$ cat src/rtl/ysyx_23060221_lsu_if.sv
// Bundles every non-clock signal of the load/store unit:
//   upstream  : EXU_valid, LSU_ready, addr, wdata, memop, memrd, memwr
//   memory    : mem_req, mem_we, mem_addr, mem_wdata, mem_wmask, mem_ack, mem_rdata
//   writeback : LSU_valid, WBU_ready, res
// Modport slave is the LSU's view (it is the slave of the execute stage);
// modport master is the surrounding pipeline/memory/testbench view.
interface ysyx_23060221_lsu_if;
  logic        EXU_valid;
  logic        LSU_ready;
  logic [31:0] addr;
  logic [31:0] wdata;
  logic [2:0]  memop;
  logic        memrd;
  logic        memwr;
  logic        mem_req;
  logic        mem_we;
  logic [31:0] mem_addr;
  logic [31:0] mem_wdata;
  logic [3:0]  mem_wmask;
  logic        mem_ack;
  logic [31:0] mem_rdata;
  logic        LSU_valid;
  logic        WBU_ready;
  logic [31:0] res;

  modport slave (
    input  EXU_valid, addr, wdata, memop, memrd, memwr, mem_ack, mem_rdata, WBU_ready,
    output LSU_ready, mem_req, mem_we, mem_addr, mem_wdata, mem_wmask, LSU_valid, res
  );

  modport master (
    output EXU_valid, addr, wdata, memop, memrd, memwr, mem_ack, mem_rdata, WBU_ready,
    input  LSU_ready, mem_req, mem_we, mem_addr, mem_wdata, mem_wmask, LSU_valid, res
  );
endinterface

$ cat src/rtl/ysyx_23060221_lsu.sv
// Load/store unit: accepts one execute-stage result at a time, performs an
// optional single memory access (byte/half/word, signed or unsigned loads),
// and presents the result to writeback with a valid/ready handshake.
// Ports: clk, rst (synchronous, active-high), bus (ysyx_23060221_lsu_if.slave).
module ysyx_23060221_lsu (
  input  logic clk,
  input  logic rst,
  ysyx_23060221_lsu_if.slave bus
);

  typedef enum logic [1:0] {IDLE, REQ, DONE} state_t;

  state_t      state, state_nxt;
  logic [31:0] addr_q, wdata_q, res_q;
  logic [2:0]  memop_q;
  logic        memrd_q, memwr_q;

  logic        accept;
  logic        is_store;
  logic        sz_byte, sz_half;
  logic [3:0]  st_mask;
  logic [31:0] st_data;
  logic [31:0] rd_b_sh, rd_h_sh, ld_val;

  logic        lsu_ready, lsu_valid, req, we;
  logic [3:0]  wmask;

  assign accept   = bus.EXU_valid & lsu_ready;
  // A request with both memrd and memwr behaves as a load.
  assign is_store = memwr_q & ~memrd_q;

  // memop[1:0]: 00 byte, 01 half, anything else word; memop[2] = unsigned.
  assign sz_byte = (memop_q[1:0] == 2'b00);
  assign sz_half = (memop_q[1:0] == 2'b01);

  always_comb begin
    st_mask = 4'b1111;
    st_data = wdata_q;
    if (sz_byte) begin
      st_mask = 4'b0001 << addr_q[1:0];
      st_data = wdata_q << {addr_q[1:0], 3'b000};
    end else if (sz_half) begin
      st_mask = 4'b0011 << {addr_q[1], 1'b0};
      st_data = wdata_q << {addr_q[1:0], 3'b000};
    end
  end

  // Lane select for loads; misaligned low address bits are simply dropped.
  assign rd_b_sh = bus.mem_rdata >> {addr_q[1:0], 3'b000};
  assign rd_h_sh = bus.mem_rdata >> {addr_q[1], 4'b0000};

  always_comb begin
    ld_val = bus.mem_rdata;
    if (sz_byte)
      ld_val = {{24{rd_b_sh[7] & ~memop_q[2]}}, rd_b_sh[7:0]};
    else if (sz_half)
      ld_val = {{16{rd_h_sh[15] & ~memop_q[2]}}, rd_h_sh[15:0]};
  end

  always_ff @(posedge clk) begin
    if (rst) begin
      state   <= IDLE;
      addr_q  <= '0;
      wdata_q <= '0;
      memop_q <= '0;
      memrd_q <= 1'b0;
      memwr_q <= 1'b0;
      res_q   <= '0;
    end else begin
      state <= state_nxt;
      if (accept) begin
        addr_q  <= bus.addr;
        wdata_q <= bus.wdata;
        memop_q <= bus.memop;
        memrd_q <= bus.memrd;
        memwr_q <= bus.memwr;
        if (!bus.memrd && !bus.memwr) res_q <= bus.addr;
      end
      if (state == REQ && bus.mem_ack)
        res_q <= is_store ? 32'h0 : ld_val;
    end
  end

  always_comb begin
    state_nxt = state;
    lsu_ready = 1'b0;
    lsu_valid = 1'b0;
    req       = 1'b0;
    we        = 1'b0;
    wmask     = 4'b0000;
    unique case (state)
      IDLE: begin
        lsu_ready = 1'b1;
        if (bus.EXU_valid)
          state_nxt = (bus.memrd || bus.memwr) ? REQ : DONE;
      end
      REQ: begin
        req   = 1'b1;
        we    = is_store;
        wmask = is_store ? st_mask : 4'b0000;
        if (bus.mem_ack) state_nxt = DONE;
      end
      DONE: begin
        lsu_valid = 1'b1;
        if (bus.WBU_ready) state_nxt = IDLE;
      end
      default: state_nxt = IDLE;
    endcase
  end

  assign bus.LSU_ready = lsu_ready;
  assign bus.LSU_valid = lsu_valid;
  assign bus.mem_req   = req;
  assign bus.mem_we    = we;
  assign bus.mem_wmask = wmask;
  assign bus.mem_addr  = {addr_q[31:2], 2'b00};
  assign bus.mem_wdata = st_data;
  assign bus.res       = res_q;

endmodule
$ cat src/flat_wrapper.sv
// flat-port wrapper written by rule: the top's interface ports become plain ports
module ysyx_23060221_lsu_flat 
  (clk, rst, bus_EXU_valid, bus_addr, bus_wdata, bus_memop, bus_memrd, bus_memwr, bus_mem_ack, bus_mem_rdata, bus_WBU_ready, bus_LSU_ready, bus_mem_req, bus_mem_we, bus_mem_addr, bus_mem_wdata, bus_mem_wmask, bus_LSU_valid, bus_res);
  ysyx_23060221_lsu_if bus_i ();
  input  logic clk;
  input  logic rst;
  input wire logic [$bits(bus_i.EXU_valid)-1:0] bus_EXU_valid;
  input wire logic [$bits(bus_i.addr)-1:0] bus_addr;
  input wire logic [$bits(bus_i.wdata)-1:0] bus_wdata;
  input wire logic [$bits(bus_i.memop)-1:0] bus_memop;
  input wire logic [$bits(bus_i.memrd)-1:0] bus_memrd;
  input wire logic [$bits(bus_i.memwr)-1:0] bus_memwr;
  input wire logic [$bits(bus_i.mem_ack)-1:0] bus_mem_ack;
  input wire logic [$bits(bus_i.mem_rdata)-1:0] bus_mem_rdata;
  input wire logic [$bits(bus_i.WBU_ready)-1:0] bus_WBU_ready;
  output wire logic [$bits(bus_i.LSU_ready)-1:0] bus_LSU_ready;
  output wire logic [$bits(bus_i.mem_req)-1:0] bus_mem_req;
  output wire logic [$bits(bus_i.mem_we)-1:0] bus_mem_we;
  output wire logic [$bits(bus_i.mem_addr)-1:0] bus_mem_addr;
  output wire logic [$bits(bus_i.mem_wdata)-1:0] bus_mem_wdata;
  output wire logic [$bits(bus_i.mem_wmask)-1:0] bus_mem_wmask;
  output wire logic [$bits(bus_i.LSU_valid)-1:0] bus_LSU_valid;
  output wire logic [$bits(bus_i.res)-1:0] bus_res;
  assign bus_i.EXU_valid = bus_EXU_valid;
  assign bus_i.addr = bus_addr;
  assign bus_i.wdata = bus_wdata;
  assign bus_i.memop = bus_memop;
  assign bus_i.memrd = bus_memrd;
  assign bus_i.memwr = bus_memwr;
  assign bus_i.mem_ack = bus_mem_ack;
  assign bus_i.mem_rdata = bus_mem_rdata;
  assign bus_i.WBU_ready = bus_WBU_ready;
  assign bus_LSU_ready = bus_i.LSU_ready;
  assign bus_mem_req = bus_i.mem_req;
  assign bus_mem_we = bus_i.mem_we;
  assign bus_mem_addr = bus_i.mem_addr;
  assign bus_mem_wdata = bus_i.mem_wdata;
  assign bus_mem_wmask = bus_i.mem_wmask;
  assign bus_LSU_valid = bus_i.LSU_valid;
  assign bus_res = bus_i.res;
  ysyx_23060221_lsu u_core (.clk(clk), .rst(rst), .bus(bus_i));
endmodule
$ cat config.mk
export PLATFORM = sky130hd
export DESIGN_NAME = ysyx_23060221_lsu_flat
export DESIGN_NICKNAME = d
export VERILOG_FILES = /design/src/rtl/ysyx_23060221_lsu_if.sv /design/src/rtl/ysyx_23060221_lsu.sv /design/src/flat_wrapper.sv
export SDC_FILE = /design/constraint.sdc
export NUM_CORES = 1
export LEC_CHECK = 0
export CELL_PAD_IN_SITES_DETAIL_PLACEMENT = 0
export CELL_PAD_IN_SITES_GLOBAL_PLACEMENT = 1
export CORE_AREA = 4 4 146 148
export CTS_CLUSTER_SIZE = 16
export DETAILED_ROUTE_END_ITERATION = 8
export DIE_AREA = 0 0 150 152
export PLACE_DENSITY_LB_ADDON = 0.1
export SLEW_MARGIN = 10
export SYNTH_ARGS = -nofsm -noshare
export SYNTH_HDL_FRONTEND = slang
export SYNTH_SLANG_ARGS = --single-unit
$ cat constraint.sdc
create_clock -name clk -period 1.7 [get_ports clk]
set_clock_uncertainty 0.05 [all_clocks]
set_input_delay 0.255 -clock clk [delete_from_list [all_inputs] [get_ports clk]]
set_output_delay 0.255 -clock clk [all_outputs]
set_load 0.1 [all_outputs]
; ---- Word level (Yosys, flattened, before mapping)
; Cells that the tools add are included.
[word_totals]
latch_bits = 0
output_inout_bits = 104
word_cells = 56
in_bits = 106
ram_bits = 0
mem_bits_ro = 0
ff_bits = 103
mem_count = 0
[classes]
n_reduce_logical = 11
add_sub_neg = 0
n_shift = 5
n_lt_le_gt_ge = 0
n_mux = 21
div = 0
eq_ne = 6
n_mul = 0
bitwise = 6
[ops]
columns = op, count
row1 = 32-bit two-way mux, 8
row2 = 32-bit by 5-bit << shifter with 32-bit output, 1
row3 = 32-bit by 5-bit right shift with 16-bit output, 1
row4 = 32-bit by 5-bit right shift with 8-bit output, 1
row5 = 4-bit two-way mux, 4
row6 = 2-bit two-way mux, 4
row7 = 2-bit != test (second input constant), 3
row8 = 2-bit one-hot mux with 3 select lines, 1
row9 = 1-bit bitwise AND, 4
row10 = 2-bit by 1-bit == test with 1-bit output (second input constant), 2
row11 = 2-bit logical NOT, 2
row12 = 1-bit two-way mux, 4
row13 = 2-bit nonzero test, 2
row14 = 1-bit by 2-bit << shifter with 4-bit output (first input constant), 1
row15 = 2-bit by 2-bit << shifter with 4-bit output (first input constant), 1
row16 = 3-bit AND reduction, 1
row17 = 2-bit == test (second input constant), 1
row18 = 1-bit logical AND, 2
row19 = 1-bit logical NOT, 2
row20 = 1-bit NOT, 2
row21 = 2-bit AND reduction, 1
row22 = 1-bit logical OR, 1

; ---- Logic depth before layout (Yosys ltp)
; Gate-level depths: netlist of run 1.
[logic_depth]
word_depth = 6
mapped_depth = 7
depth_no_buf = 4

; ---- Worst setup path before layout of run 1
; No wires, ideal clock.
[synth_timing]
path_type = flip-flop to output port
from = register u_core.state[0]
to = output port bus_mem_wmask[3]
arrival_ns = 3.695
path_buffers = 0
required_ns = 1.395
path_slack_ns = -2.300
stages_incl_launch_ff = 4
cell_sequence = dfxtp_1 nor2b_1 nand2_1 a21oi_1
[synth_via]
elab_chain_cells = 2
[synth_lines]
columns = element, line
row1 = start: declaration, ysyx_23060221_lsu.sv:13  ; state_t state, state_nxt;
row2 = start signal: assignment, ysyx_23060221_lsu.sv:70  ; state <= state_nxt;
row3 = 2-bit by 1-bit == test with 1-bit output, ysyx_23060221_lsu.sv:91  ; unique case (state)
row4 = 4-bit two-way mux, ysyx_23060221_lsu.sv:91
row5 = end: declaration, flat_wrapper.sv:21  ; output wire logic [$bits(bus_i.mem_wmask)-1:0] bus_mem_wmask;
; Every way passes these cells.

; ---- Worst setup path after layout of run 1
[layout_timing]
from = register u_core.addr_q[0]
to = output port bus_mem_wdata[29]
[layout_via]
elab_chain_cells = 3
[layout_lines]
columns = element, line
row1 = start: declaration, ysyx_23060221_lsu.sv:14  ; logic [31:0] addr_q, wdata_q, res_q;
row2 = start signal: assignment, ysyx_23060221_lsu.sv:72  ; addr_q <= bus.addr;
row3 = 32-bit by 5-bit << shifter with 32-bit output *, "ysyx_23060221_lsu.sv:41, ysyx_23060221_lsu.sv:44"
row4 = 32-bit two-way mux, ysyx_23060221_lsu.sv:42  ; end else if (sz_half) begin
row5 = 32-bit two-way mux *, ysyx_23060221_lsu.sv:39  ; if (sz_byte) begin
row6 = end: declaration, flat_wrapper.sv:20  ; output wire logic [$bits(bus_i.mem_wdata)-1:0] bus_mem_wdata;
; Every way passes the cells marked *; elsewhere a longest branch is shown, timed or not.

==> summary.txt, run 1 <==
Status
  – Status: complete, but fails checks
  – Failing checks: negative setup slack

Synth
  – Compound-cell area share of the yosys netlist: 27.9%
  – XOR/XNOR Fraction of Synth Area: 0%
  – Post-Synth Adder-Cell Area: 0%
  – Number of flops mapped to enable cells by yosys: 0
  – Synth cell types: 42
  – Synth Warn #: 0
  – Syn avg cell area: 7.56 um^2
  – Simple-Gate Fraction of Synth Area: 22.0%
  – Main combinational cell family by area after synthesis: compound AO/OA/AOI/OAI gates
  – Gate Count Post-Synth: 754
  – Register bit count reported by yosys: 103
  – Register area share after synthesis: 36.2%
  – Ys flop type: dfxtp_1
  – Mapped Area: 5700 um^2
  – Mux share of post-synthesis cell area: 3.34%
  – Ys async rst share: 0%

Critical path
  – Internal reg-to-reg setup slack: -0.22 ns
  – Worst Path Max Fanout: 5
  – Worst r2r src: u_core.state[0]
  – RR Endpoint: u_core.bus.res[27]
  – Startpoint types: register
  – Critical path origin: u_core.addr_q[0]
  – Critical Path Sink: bus_mem_wdata[29]
  – Setup CP Type: register to output port
  – Worst reg2reg path depth: 7
  – Crit path required time: 1.39 ns
  – Crit end category: output port
  – WP data arrival: 1.76 ns

Clock tree
  – Cts bufs inserted: 9
  – Worst-path clk slew: 0.07 ns
  – Clock Latency Late Sink: 0.36 ns
  – Sink Count: 103
  – CTS tree: done
  – H-Tree Depth: 3
  – Hold Buf Count CTS: 0
  – Clock buffer depth: 2
  – Root Buffer: clkbuf_16

GRT
  – Initial antenna violation count: 1
  – Overflow after GRT: 0
  – Overall global routing resource usage: 19.8%
  – Met1 Resource Use GR: 24.6%
  – First-pass GRT wire length: 35700 um
  – GR Util met3: 5.42%
  – Pin count of the biggest net entering global routing: 80
  – M2 GR Usage: 34.3%
  – GRT busiest layer: met2
  – Vias in the first global route: 6323

Detailed routing
  – Drt initial violations: 273
  – Final ANT Viol Nets: 0
  – Wire per inst: 19.3 um
  – DRT Pass-1 Iters: 5
  – WL final: 23900 um
  – Vias per std cell: 5.02
  – DR DRC count: 0
  – Vias: 6227

Pwr
  – Pwr Density: 836 nW/um^2
  – VDD IR-drop max: 0.522 mV
  – Final Total Pwr: 0.00905 W
  – Pleak: 3.85 nW

Timing
  – Hold Vio Cnt, Final: 0
  – Final period util: 122%
  – Hold_ws: 0.358 ns
  – Fin crit period: 2.07 ns
  – Max-slew violations: 0
  – Fmax: 483 MHz
  – Final setup viols: 70
  – Final worst slack: -0.369 ns
  – RSZ-0062 raised after global routing: yes
  – Worst rel slew slack: 60.9%
  – Worst slew pin tran: 0.586 ns

Floorplanning
  – CORE AREA: 20000 um^2
  – Die span in y: 152 um
  – Row count: 52
  – Die width: 150 um
  – Initial Util: 28.4%
  – IO Count: 210
  – Die ar.: 22800 um^2

Place
  – Dpl cell area: 9670 um^2
  – Gp weighted congestion: 0.877
  – HPWL after DPL: 17000 um
  – Port-buffer cells: 207
  – Setup slack at placement: -0.511 ns

Min path
  – Hold WC Path Type: primary input to register
  – Hold path start: bus_memwr

Final layout
  – Area Growth Syn to Fin: 89.9%
  – Share of cells above drive strength 1: 38.2%
  – Antenna diodes: 0
  – Post-route cell area: 10800 um^2
  – Final layout net count: 1071

Flow run
  – Max-Cap Viols: 0
==> per-layer routing <==
layer / wire (um) / part of all wire [%]
met5: 20 / 0.084
met4: 268 / 1.1
met3: 1470 / 6.2
met2: 12200 / 51
met1: 9910 / 42
==> through the flow <==
step,setup TNS [ns],utilization [%],cells
3_5_place_dp,-13.93,48.3,1195
5_1_grt,-17.09,54.0,1240
2_1_floorplan,-3.31,-,755
4_1_cts,-13.12,52.6,1231
3_3_place_gp,-12.87,48.3,1195
6_report,-13.60,54.0,1240
==> power by group <==
group	switching, W	total [W]	internal (W)
Clock	0.00102	0.00201	0.000996
Sequential	0.000224	0.00282	0.00260
Combinational	0.00253	0.00422	0.00168
==> how the worst min path moves through the flow <==
| stage | slack [ns] | to | depth (start not counted) |
|---|---|---|---|
| detailed placement | 0.40 | u_core.memwr_q | 2 |
| global route | 0.38 | u_core.memwr_q | 4 |
| global placement | 0.39 | u_core.wdata_q[31] | 2 |
| floorplan | 0.34 | u_core.memwr_q | 2 |
| finish | 0.36 | u_core.memwr_q | 4 |
| CTS | 0.34 | u_core.memwr_q | 4 |
==> cells in the final DEF (no fill, tap or decap), types with 6 or more instances in the layout <==
cell,count
a211oi_2,8
a21boi_0,9
a21oi_1,78
a22oi_2,16
a32oi_1,7
and2_1,8
and2_4,8
buf_12,120
buf_4,48
buf_6,14
clkbuf_16,12
clkdlybuf4s50_1,101
dfxtp_1,97
mux2_4,6
mux2i_1,9
nand2_1,170
nand2_4,7
nand2b_1,24
nand3b_1,10
nor2_1,10
o2111ai_1,10
o2111ai_2,10
o21ai_0,6
o21ai_1,33
o21ai_2,16
o21ai_4,23
o22ai_1,13
o31ai_2,6
or2_2,7
==> cell usage after synthesis (all sizes together) (9+ instances only) <==
library cell    n  share of area (%)
a21boi         12                1.6
a21oi          84                7.6
a22oi          16                2.1
and2           17                1.9
buf            59                7.5
clkbuf         38                2.5
dfxtp         103                 36
mux2i          10                1.8
nand2         179                 12
nand2b         25                2.7
nand3b         10                1.3
nor2           20                1.4
o2111ai        24                3.7
o21ai          78                6.9
o22ai          17                2.1
o31ai           9                1.2
==> final cells by class <==
type                    instances  area [um^2]
clock buffers                   9          225
clock inverters                 7         47.5
fillers                      1831         9220
inverters                       7         35.0
multi-input cells             548         3900
flip-flops and latches        103         2080
well taps                     270          338
repair buffers                296         4190
==> registers in the layout, indices dropped and copies added (netlist names) <==
name / cells
u_core.memwr_q: 1
u_core.addr_q: 32
u_core.memop_q: 3
u_core.wdata_q: 32
u_core.bus.res: 32
u_core.state: 2
u_core.memrd_q: 1
==> critical path, stage by stage, from the launching register on <==
cell       delay, ns
dfxtp_4         0.39
clkbuf_16       0.17
mux2_4          0.31
a22oi_2         0.27
o21ai_4         0.09
buf_12          0.17
==> cells by family (layout without fill, tap and decap cells) <==
logic type / after synthesis / in the layout
compound gates: 255 / 255
buf+inv: 104 / 319
flops: 103 / 103
mux: 18 / 18
other cells: 1 / 2
simple gates: 273 / 273
==> timing repair <==
action                                  4_1_cts  5_1_grt
cloned                                        5        3
resized for setup                            82       46
setup buffers                                15       11
endpoints found under the setup margin       69       71
pin swaps                                    26       46
No activity file was read; power rests on OpenSTA's default activity.
==> run 2, diff against run 1 <==
--- a/config.mk
+++ b/config.mk
@@ -5,14 +5,14 @@
 export SDC_FILE = /design/constraint.sdc
 export NUM_CORES = 1
 export LEC_CHECK = 0
+export CAP_MARGIN = 20
 export CELL_PAD_IN_SITES_DETAIL_PLACEMENT = 0
 export CELL_PAD_IN_SITES_GLOBAL_PLACEMENT = 1
 export CORE_AREA = 4 4 146 148
-export CTS_CLUSTER_SIZE = 16
+export CTS_CLUSTER_SIZE = 20
 export DETAILED_ROUTE_END_ITERATION = 8
 export DIE_AREA = 0 0 150 152
 export PLACE_DENSITY_LB_ADDON = 0.1
-export SLEW_MARGIN = 10
 export SYNTH_ARGS = -nofsm -noshare
 export SYNTH_HDL_FRONTEND = slang
 export SYNTH_SLANG_ARGS = --single-unit
==> results of run 2 <==
Final layout, timing and power as in run 1 (identical DEF).
